--- src/rtl/ice40_serdes_pll_sup_pkg.sv ---
// Shared definitions for the SERDES PLL supervisor: FSM state encoding and
// the window-count range test.
package ice40_serdes_pll_sup_pkg;

  typedef enum logic [1:0] {
    ST_RESET     = 2'd0,
    ST_WAIT_LOCK = 2'd1,
    ST_CHECK     = 2'd2,
    ST_LOCKED    = 2'd3
  } sup_state_t;

  function automatic logic in_range(input int unsigned v,
                                    input int unsigned lo,
                                    input int unsigned hi);
    return (v >= lo) && (v <= hi);
  endfunction

endpackage

--- src/rtl/ice40_sync2.sv ---
// Two-flop synchronizer for asynchronous level/toggle inputs entering the
// supervisor's system clock domain.
module ice40_sync2 #(
  parameter int WIDTH = 1
) (
  input  logic             clk,
  input  logic             rst_n,
  input  logic [WIDTH-1:0] d,
  output logic [WIDTH-1:0] q
);

  logic [WIDTH-1:0] meta_reg;
  logic [WIDTH-1:0] sync_reg;

  always_ff @(posedge clk or negedge rst_n) begin
    if (!rst_n) begin
      meta_reg <= '0;
      sync_reg <= '0;
    end else begin
      meta_reg <= d;
      sync_reg <= meta_reg;
    end
  end

  assign q = sync_reg;

endmodule

--- src/rtl/ice40_serdes_pll_sup.sv ---
// PLL supervisor: measures the divided SERDES clock via a toggle over fixed
// windows, reports monitor-OK and drives PLL RESETB on lock loss or bad rate.
module ice40_serdes_pll_sup
  import ice40_serdes_pll_sup_pkg::*;
#(
  parameter int WIN_LOG2 = 10,
  parameter int CNT_MIN  = 240,
  parameter int CNT_MAX  = 272,
  parameter int GOOD_WIN = 4,
  parameter int BAD_WIN  = 2,
  parameter int LOCK_TO  = 8,
  parameter int RST_LEN  = 16
) (
  input  logic              clk,
  input  logic              rst_n,
  input  logic              mon_tgl,
  input  logic              pll_lock,
  input  logic              sw_reset,
  output logic              pll_resetb,
  output logic              mon_ok,
  output logic [WIN_LOG2:0] mon_cnt,
  output logic              mon_cnt_stb
);

  localparam int CW  = WIN_LOG2 + 1;
  localparam int RW  = $clog2(RST_LEN + 1);
  localparam int GWD = $clog2(GOOD_WIN + 1);
  localparam int BWD = $clog2(BAD_WIN + 1);
  localparam int TW  = $clog2(LOCK_TO + 1);

  logic [1:0] sync_q;
  logic       tgl_s;
  logic       lock_s;
  logic       tgl_prev_reg;
  logic       tgl_edge;

  sup_state_t state_reg, state_next;
  logic [WIN_LOG2-1:0] win_reg, win_next;
  logic [CW-1:0]       ecnt_reg, ecnt_next;
  logic [GWD-1:0]      good_reg, good_next;
  logic [BWD-1:0]      bad_reg, bad_next;
  logic [TW-1:0]       to_reg, to_next;
  logic [RW-1:0]       rst_reg, rst_next;
  logic [CW-1:0]       cnt_reg, cnt_next;
  logic                stb_reg, stb_next;
  logic                resetb_reg;
  logic                ok_reg;

  logic          win_end;
  logic [CW-1:0] closing;
  logic          good;

  ice40_sync2 #(.WIDTH(2)) u_sync (
    .clk   (clk),
    .rst_n (rst_n),
    .d     ({pll_lock, mon_tgl}),
    .q     (sync_q)
  );

  assign lock_s   = sync_q[1];
  assign tgl_s    = sync_q[0];
  assign tgl_edge = tgl_s ^ tgl_prev_reg;

  // Running count including this cycle's edge, so an edge on the window-end
  // cycle lands in the closing window.
  assign win_end = &win_reg;
  assign closing = (&ecnt_reg) ? ecnt_reg : ecnt_reg + CW'(tgl_edge);
  assign good    = in_range(32'(closing), CNT_MIN, CNT_MAX);

  always_ff @(posedge clk or negedge rst_n) begin
    if (!rst_n) begin
      tgl_prev_reg <= 1'b0;
      state_reg    <= ST_RESET;
      win_reg      <= '0;
      ecnt_reg     <= '0;
      good_reg     <= '0;
      bad_reg      <= '0;
      to_reg       <= '0;
      rst_reg      <= '0;
      cnt_reg      <= '0;
      stb_reg      <= 1'b0;
      resetb_reg   <= 1'b0;
      ok_reg       <= 1'b0;
    end else begin
      tgl_prev_reg <= tgl_s;
      state_reg    <= state_next;
      win_reg      <= win_next;
      ecnt_reg     <= ecnt_next;
      good_reg     <= good_next;
      bad_reg      <= bad_next;
      to_reg       <= to_next;
      rst_reg      <= rst_next;
      cnt_reg      <= cnt_next;
      stb_reg      <= stb_next;
      resetb_reg   <= (state_next != ST_RESET);
      ok_reg       <= (state_next == ST_LOCKED);
    end
  end

  always_comb begin
    state_next = state_reg;
    win_next   = win_reg;
    ecnt_next  = ecnt_reg;
    good_next  = good_reg;
    bad_next   = bad_reg;
    to_next    = to_reg;
    rst_next   = rst_reg;
    cnt_next   = cnt_reg;
    stb_next   = 1'b0;

    case (state_reg)
      ST_RESET: begin
        win_next  = '0;
        ecnt_next = '0;
        to_next   = '0;
        if (rst_reg == RW'(RST_LEN - 1)) state_next = ST_WAIT_LOCK;
        else                             rst_next   = rst_reg + RW'(1);
      end

      ST_WAIT_LOCK: begin
        win_next = win_reg + WIN_LOG2'(1);
        if (lock_s) begin
          state_next = ST_CHECK;
          win_next   = '0;
          ecnt_next  = '0;
          good_next  = '0;
        end else if (win_end) begin
          if (to_reg == TW'(LOCK_TO - 1)) state_next = ST_RESET;
          else                            to_next    = to_reg + TW'(1);
        end
      end

      ST_CHECK, ST_LOCKED: begin
        win_next  = win_reg + WIN_LOG2'(1);
        ecnt_next = win_end ? '0 : closing;
        if (!lock_s) begin
          state_next = ST_RESET;
        end else if (win_end) begin
          cnt_next = closing;
          stb_next = 1'b1;
          if (state_reg == ST_CHECK) begin
            if (!good) begin
              good_next = '0;
            end else if (good_reg == GWD'(GOOD_WIN - 1)) begin
              state_next = ST_LOCKED;
              bad_next   = '0;
            end else begin
              good_next = good_reg + GWD'(1);
            end
          end else begin
            if (good) begin
              bad_next = '0;
            end else if (bad_reg == BWD'(BAD_WIN - 1)) begin
              state_next = ST_RESET;
            end else begin
              bad_next = bad_reg + BWD'(1);
            end
          end
        end
      end

      default: state_next = ST_RESET;
    endcase

    // A software request aborts whatever window was closing this cycle.
    if (sw_reset) begin
      state_next = ST_RESET;
      cnt_next   = cnt_reg;
      stb_next   = 1'b0;
    end

    if ((state_next == ST_RESET) && ((state_reg != ST_RESET) || sw_reset))
      rst_next = '0;
  end

  assign pll_resetb  = resetb_reg;
  assign mon_ok      = ok_reg;
  assign mon_cnt     = cnt_reg;
  assign mon_cnt_stb = stb_reg;

endmodule

--- config.mk ---
export PLATFORM = sky130hd
export DESIGN_NAME = ice40_serdes_pll_sup
export DESIGN_NICKNAME = d
export VERILOG_FILES = /design/src/rtl/ice40_serdes_pll_sup_pkg.sv /design/src/rtl/ice40_sync2.sv /design/src/rtl/ice40_serdes_pll_sup.sv
export SDC_FILE = /design/constraint.sdc
export NUM_CORES = 1
export LEC_CHECK = 0
export CELL_PAD_IN_SITES_DETAIL_PLACEMENT = 1
export CELL_PAD_IN_SITES_GLOBAL_PLACEMENT = 1
export CORE_MARGIN = 2
export CORE_UTILIZATION = 46
export CTS_CLUSTER_DIAMETER = 50
export DETAILED_ROUTE_END_ITERATION = 16
export PLACE_DENSITY = 0.88
export REMOVE_ABC_BUFFERS = 1
export SLEW_MARGIN = 0
export SYNTH_ARGS = -nofsm -noshare
export SYNTH_HDL_FRONTEND = slang
export SYNTH_SLANG_ARGS = --single-unit
--- constraint.sdc ---
create_clock -name clk -period 2.95 [get_ports clk]
set_input_delay 0.59 -clock clk [delete_from_list [all_inputs] [get_ports clk]]
set_output_delay 0.59 -clock clk [all_outputs]
set_load 0.005 [all_outputs]
==> results of run 1 <==
## final timing paths
check | slack, ns | to
min in group clk | 0.36 | u_sync.q[1]
setup reg to reg | 0.12 | rst_reg[3]
hold reg to reg | 0.36 | u_sync.q[1]
max in group asynchronous | 1.80 | mon_cnt_stb
setup / recovery | 0.12 | rst_reg[3]
hold / removal | 0.36 | mon_cnt[2]
## cells in the final DEF, fill, tap and decap left out, types with 2 or more instances in the layout
cell type	n
and2_4	2
nand2_1	44
clkdlybuf4s50_1	17
nor2_1	34
nand4_1	4
xor2_1	8
nor3_1	9
and4_1	4
clkbuf_8	5
xnor2_1	4
mux2_2	2
inv_1	10
ha_1	7
dfrtp_1	56
mux2i_1	3
o22ai_1	3
a21oi_1	11
a31oi_1	3
o22a_1	3
o21ai_0	20
and3_4	2
and2_1	2
buf_4	11
nand2b_1	4
a22o_1	9
or3_1	2
nand3_1	7
and3_1	5
## through the flow
stage / total power [mW] / std cells
after global placement: 0.8729 / 388
after detailed placement: 0.8783 / 388
after CTS: 1.376 / 396
after floorplan: 0.8325 / 287
after global routing: 1.417 / 400
final: 1.369 / 400
## metal layers
metal / up-vias / track usage [%] / wire length (microns)
li1: 1101 / - / -
met4: 0 / 5.812 / 114
met2: 36 / 38.34 / 3946
met3: 10 / 3.280 / 195
met1: 1219 / 26.45 / 3073
met5: - / 0 / 0
## timing repair
item / 4_1_cts / 5_1_grt
setup buffers: 0 / 4
endpoints found under the hold margin: 0 / 0
resized for setup: 0 / 10
endpoints found under the setup margin: 0 / 10
hold buffers: 0 / 0
## power groups by stage
stage	Clock, mW	Combinational [mW]	Sequential (mW)
2_1_floorplan	0	0.0256	0.807
3_3_place_gp	0	0.0644	0.808
3_5_place_dp	0	0.0679	0.810
4_1_cts	0.512	0.0685	0.795
5_1_grt	0.542	0.0770	0.798
6_report	0.505	0.0681	0.795
## cell type report
type                    count  area, sq um  share of cell area (%)
clock buffers               5        68.82                   2.049
clock inverters             3        42.54                   1.267
repair buffers             30        277.8                   8.271
multi-input cells         221         1436                   42.77
flip-flops and latches     56         1401                   41.73
well taps                  75        93.84                   2.794
inverters                  10        37.54                   1.118
## cells by family (layout without fill, tap and decap cells)
family / after synthesis / after routing
muxes: 5 / 5
DFF: 56 / 56
buffers and inverters: 21 / 48
and+or+nand+nor: 133 / 133
adders and majority gates: 9 / 9
AOI/OAI and AO/OA: 62 / 62
xor gates and xnor gates: 12 / 12
## worst register-to-register path: stages, from the launching register on
cell      delay (ns)
dfrtp_1         0.42
xor2_1          0.17
ha_2            0.24
ha_4            0.16
nand3_1         0.12
xor2_1          0.19
o21ai_0         0.23
and4_1          0.23
a22oi_2         0.35
o211ai_2        0.17
a211oi_4        0.33
nor2_1          0.10
==> metrics.md, run 1 <==
| Metric | Value |
|---|---|
| Synth warn | 0 |
| PnR worst setup slack | 0.1181 ns |
| ANT cells | 0 |
| Main combinational cell family by area after synthesis | simple AND/OR/NAND/NOR gates |
| Layout Area Growth over Synthesis | 16.59% |
| CP Capture Type | flip-flop |
| Vias per cell | 5.915 |
| Mapped cell area | 2880 sq um |
| Dpl hpwl | 5026 microns |
| Commonest cells in the netlist | dfrtp_1, nand2_1, nor2_1, o21ai_0, a21oi_1 |
| Total net switching power | 0.3064 mW |
| Fill cell count | 661 |
| Rows | 28 |
| Pwr dens | 407.6 nW/um^2 |
| Final Skew | 0.006529 ns |
| Root buffer cell | clkbuf_8 |
| Worst-path fanout max | 5 |
| Internal power | 1.062 mW |
| Clock Sink Count | 56 |
| Final Core Density | 56.06% |
| Final setup vio count | 0 |
| Power share of the clock group | 36.9% |
| Gpl congestion | 0.8316 |
| CP bufs+invs | 0 |
| Number of global-route vias before repair | 2440 |
| Final net count | 338 |
| Slew Viols, Final | 0 |
| Count leader, synth | dfrtp_1 |
| Crit path DAT | 3.03 ns |
| Synthesized flop and latch total | 56 |
| GRT Resource Usage Total | 21.28% |
| PortBufs | 18 |
| Post-synthesis sequential area ratio | 48.65% |
| Fin Hold WS | 0.3596 ns |
| Crit path from | u_sync.q[0] |
| Layout cells sized above 1 | 14.46% |
| CP peak stage delay | 0.42 ns |
| Routed len/inst | 18.33 microns |
| Maximum number of pins on one net before global-route repair | 37 |
| DP Worst Slack | 0.02830 ns |
| Post-synth EDFFs | 0 |
| Hold Crit Class | input pin to async pin |
| Flop pwr share | 58.1% |
| Least-Margin Pin Slew | 0.8193 ns |
| Ys async rst share | 100.0% |
| First-pass iteration count of the detailed router | 4 |
| DP Area | 3154 sq um |
| Post-synthesis mux area share | 1.825% |
| Initial antenna violation count | 0 |
| Final hold vios | 0 |
| Slew headroom | 45.38% |
| Io pins | 19 |
| Setup CP Type | flip-flop to flip-flop |
| Worst path most repeated cell | xor2_1 |
| Max Buffers Root-to-Sink | 2 |
| Outcome | complete, no violations |
| Synth area leaders | dfrtp_1, nand2_1, nor2_1, ha_1, o21ai_0 |
| Total CTS buffers | 5 |
| DR vias | 2366 |
| Logic pwr share | 5.0% |
| Synth Flop Type | dfrtp_1 |
| CP Data Required Time | 3.15 ns |
| H-tree depth | 2 |
| Synth Area in Adders | 3.910% |
| Mapped Cells | 298 |
| Simple-gate share of the synthesized area | 23.50% |
| Mean Syn Cell Area | 9.665 sq um |
| Initial DRC Count | 127 |
| Unique cell type count in the Yosys netlist | 54 |
| Antenna viol nets, final | 0 |
| Core area | 5991 sq um |
| Fmax achieved | 353.1 MHz |
| GRT overflow | 0 |
| First-pass GRT wire length | 11920 microns |
| Initial core utilization | 48.08% |
| Cell Chain, Critical Path | xor2_1 > ha_2 > ha_4 > nand3_1 > xor2_1 > o21ai_0 > and4_1 > a22oi_2 > o211ai_2 > a211oi_4 > nor2_1 |
| Final period utilization | 96.00% |
| Post-synthesis compound-gate area fraction | 15.25% |
| Leakage power total | 1.471 nW |
| Die height | 83.13 microns |
| Sw frac | 22.38% |
| Finished Cell Area | 3358 sq um |
| Reg2Reg Depth | 11 |
| Number of cells on the critical path | 11 |
| # DRC | 0 |
| Die span in x | 83.13 microns |
| Yosys top cell area share | 48.65% |
| Die Area | 6911 sq um |
| Crit path max-delay family | compound AO/OA/AOI/OAI gates |
| Highest-delay cell along the critical path | dfrtp_1 |
| Area leader, netlist | dfrtp_1 |
| Final wirelength | 7330 microns |
| Max IR drop VDD | 0.2717 mV |
| Total negative slack | 0 ns |
| Synth Area in XOR/XNOR | 3.649% |
| Worst r2r src | u_sync.q[0] |
| Clock Latency Late Sink | 0.31 ns |
| Max-cap viol count | 0 |
| CTS tree | done |
| Final worst path period need | 2.832 ns |
| Critical Path Start Type | flip-flop |
| Reg clk slew, reported paths | 0.10 ns |
Power figures use the tool's default switching activity.
==> run 2: changes to the inputs <==
CORE_UTILIZATION = 49   (was 46)
DONT_BUFFER_PORTS = 1   (was unset)
PLACE_DENSITY = 0.87   (was 0.88)
SETUP_SLACK_MARGIN = 0.02   (was unset)
==> run 2 against run 1 <==
First-iteration DRC count shrank 15%. Clock power decreased by 13%. Cell area down 7.7%. Die area shrank 5.8%. Critical path type unchanged. Highest routed layer unchanged.
==> metrics.md, run 2 (synthesis gave the netlist of run 1 again) <==
| Metric | Value |
|---|---|
| Outcome | complete, no violations (unchanged) |
| Routed len/inst | 18.33 microns (about the same) |
| Slew Viols, Final | 0 (unchanged) |
| Initial DRC Count | 108 (was 127) |
| Final setup vio count | 0 (unchanged) |
| First-pass GRT wire length | 11340 microns (was 11920 microns) |
| GRT overflow | 0 (unchanged) |
| Die Area | 6508 sq um (was 6911 sq um) |
| Rows | 27 (was 28) |
| Leakage power total | 1.371 nW (was 1.471 nW) |
| Fmax achieved | 353.4 MHz (was 353.1 MHz) |
| RSZ-0062 raised after global routing | true |
| Die height | 80.67 microns (was 83.13 microns) |
| Hold Crit Class | input pin to async pin (unchanged) |
| Reg clk slew, reported paths | 0.10 ns (about the same) |
| Final hold vios | 0 (unchanged) |
| Dpl hpwl | 4919 microns (was 5026 microns) |
| Max IR drop VDD | 0.2792 mV (was 0.2717 mV) |
| Maximum number of pins on one net before global-route repair | 57 (was 37) |
| Io pins | 19 (unchanged) |
| Internal power | 1.010 mW (was 1.062 mW) |
| Max Buffers Root-to-Sink | 2 (unchanged) |
| Vias per cell | 5.877 (was 5.915) |
| Sw frac | 21.68% (was 22.38%) |
| Initial antenna violation count | 0 (unchanged) |
| # DRC | 0 (unchanged) |
| GRT Resource Usage Total | 22.97% (was 21.28%) |
| Root buffer cell | clkbuf_8 (unchanged) |
| Most frequent cells in the layout | dfrtp_1, nand2_1, nor2_1 (unchanged) |
| Total net switching power | 0.2797 mW (was 0.3064 mW) |
| Layout cells sized above 1 | 12.62% (was 14.46%) |
| Commonest non-fill, non-tap cell in the layout | dfrtp_1 (unchanged) |
| Setup CP Type | flip-flop to flip-flop (unchanged) |
| Clock Sink Count | 56 (unchanged) |
| Core area | 5608 sq um (was 5991 sq um) |
| Flop pwr share | 61.7% (was 58.1%) |
| Gpl congestion | 0.8095 (was 0.8316) |
| Clock Latency Late Sink | 0.30 ns (was 0.31 ns) |
| First-pass iteration count of the detailed router | 4 (unchanged) |
| Pwr dens | 416.3 nW/um^2 (was 407.6 nW/um^2) |
| DP Cell Count | 364 (was 388) |
| Final period utilization | 95.91% (was 96.00%) |
| DR vias | 2192 (was 2366) |
| Max-cap viol count | 0 (unchanged) |
| Final Skew | 0.008815 ns (was 0.006529 ns) |
| Critical Path Start Type | flip-flop (unchanged) |
| Worst-path fanout max | 5 (unchanged) |
| Total power | 1.290 mW (was 1.369 mW) |
| CP Capture Type | flip-flop (unchanged) |
| H-tree depth | 2 (unchanged) |
| Antenna viol nets, final | 0 (unchanged) |
| Least-Margin Pin Slew | 0.7521 ns (was 0.8193 ns) |
| Die span in x | 80.67 microns (was 83.13 microns) |
| Number of global-route vias before repair | 2289 (was 2440) |
| PortBufs | 0 (was 18) |
| Final worst path period need | 2.829 ns (was 2.832 ns) |
| Power share of the clock group | 34.2% (was 36.9%) |
| Crit path DAT | 3.01 ns (was 3.03 ns) |
| Logic pwr share | 4.1% (was 5.0%) |
| Slew headroom | 49.86% (was 45.38%) |
| CP Data Required Time | 3.13 ns (was 3.15 ns) |
| Layout Area Growth over Synthesis | 7.602% (was 16.59%) |
| ANT cells | 0 (unchanged) |
| CTS tree | done (unchanged) |
| Final wirelength | 6836 microns (was 7330 microns) |
| Total CTS buffers | 5 (unchanged) |
| Final net count | 315 (was 338) |
| Fill cell count | 638 (was 661) |
| Final Non-Filler Cells | 373 (was 400) |
| Initial core utilization | 51.36% (was 48.08%) |
run 2: cell count changes in the layout (fill, tap and decap cells not counted), moves of 2 or more:
cell,previous run,this run
buf_4,11,6
clkdlybuf4s50_1,17,0
clkbuf_8,5,7
nor2_2,0,2
run 2: critical path, cell delays in order (launching register included):
cell and delay [ns]:
dfrtp_1 0.40, xor2_1 0.14, ha_2 0.22, ha_2 0.21, and4_4 0.27, a21oi_1 0.07
a21o_1 0.20, and4_1 0.19, a22oi_2 0.33, o211ai_2 0.18, a211oi_4 0.38, nor2_2 0.10
run 2: path summary, 6_finish.rpt:
path,start,endpoint,slack (ns),depth (start not counted)
max in group asynchronous,rst_n,mon_cnt[9],2.57,1
worst max register to register,u_sync.q[0],rst_reg[3],0.12,11
worst min-delay path,rst_n,mon_cnt[3],0.13,1
min in group clk,mon_tgl,u_sync.meta_reg[0],0.30,0
worst min register to register,u_sync.meta_reg[1],u_sync.q[1],0.37,0
worst max-delay path,u_sync.q[0],rst_reg[3],0.12,11
run 2: cell type report:
class | count | area (sq um) | area share [%]
sequential | 56 | 1401 | 45.22
clock buffer | 7 | 96.34 | 3.109
tap | 72 | 90.09 | 2.907
multi-input combinational | 221 | 1401 | 45.22
inverter | 10 | 37.54 | 1.211
timing repair buffer | 7 | 72.57 | 2.342
run 2: per-layer routing:
layer  GRT usage, %  wire [microns]  part of all wire [%]
met2          40.42            3453                    51
met4          7.458             107                   1.6
met5              0               0                     0
met3          3.933             150                   2.2
met1          28.48            3124                    46
run 2: power by group through the flow:
stage	sequential [mW]	combinational [mW]	clock [mW]
final	0.796	0.0533	0.441
after global routing	0.799	0.0627	0.491
after CTS	0.796	0.0546	0.456
after detailed placement	0.812	0.0348	0
after global placement	0.810	0.0309	0
after floorplan	0.807	0.0256	0
run 2: repair_timing:
item / CTS / global route
endpoints found under the hold margin: 56 / 0
hold buffers: 1 / 0
setup buffers: 0 / 1
setup endpoints to repair: 1 / 9
gates resized for setup: 0 / 5
pin swaps: 2 / 5
run 2: through the flow:
step	setup WS, ns	setup TNS (ns)	hold WS (ns)	area (sq um)	util (%)
4_1_cts	0.04510	0	0.1456	3077	54.86
3_3_place_gp	0.1645	0	0.2958	2953	52.66
3_5_place_dp	0.007299	0	0.2956	2953	52.66
6_report	0.1205	0	0.1306	3099	55.27
2_1_floorplan	0.2997	0	0.2944	2825	-
5_1_grt	-0.01842	-0.02996	0.1410	3099	55.27
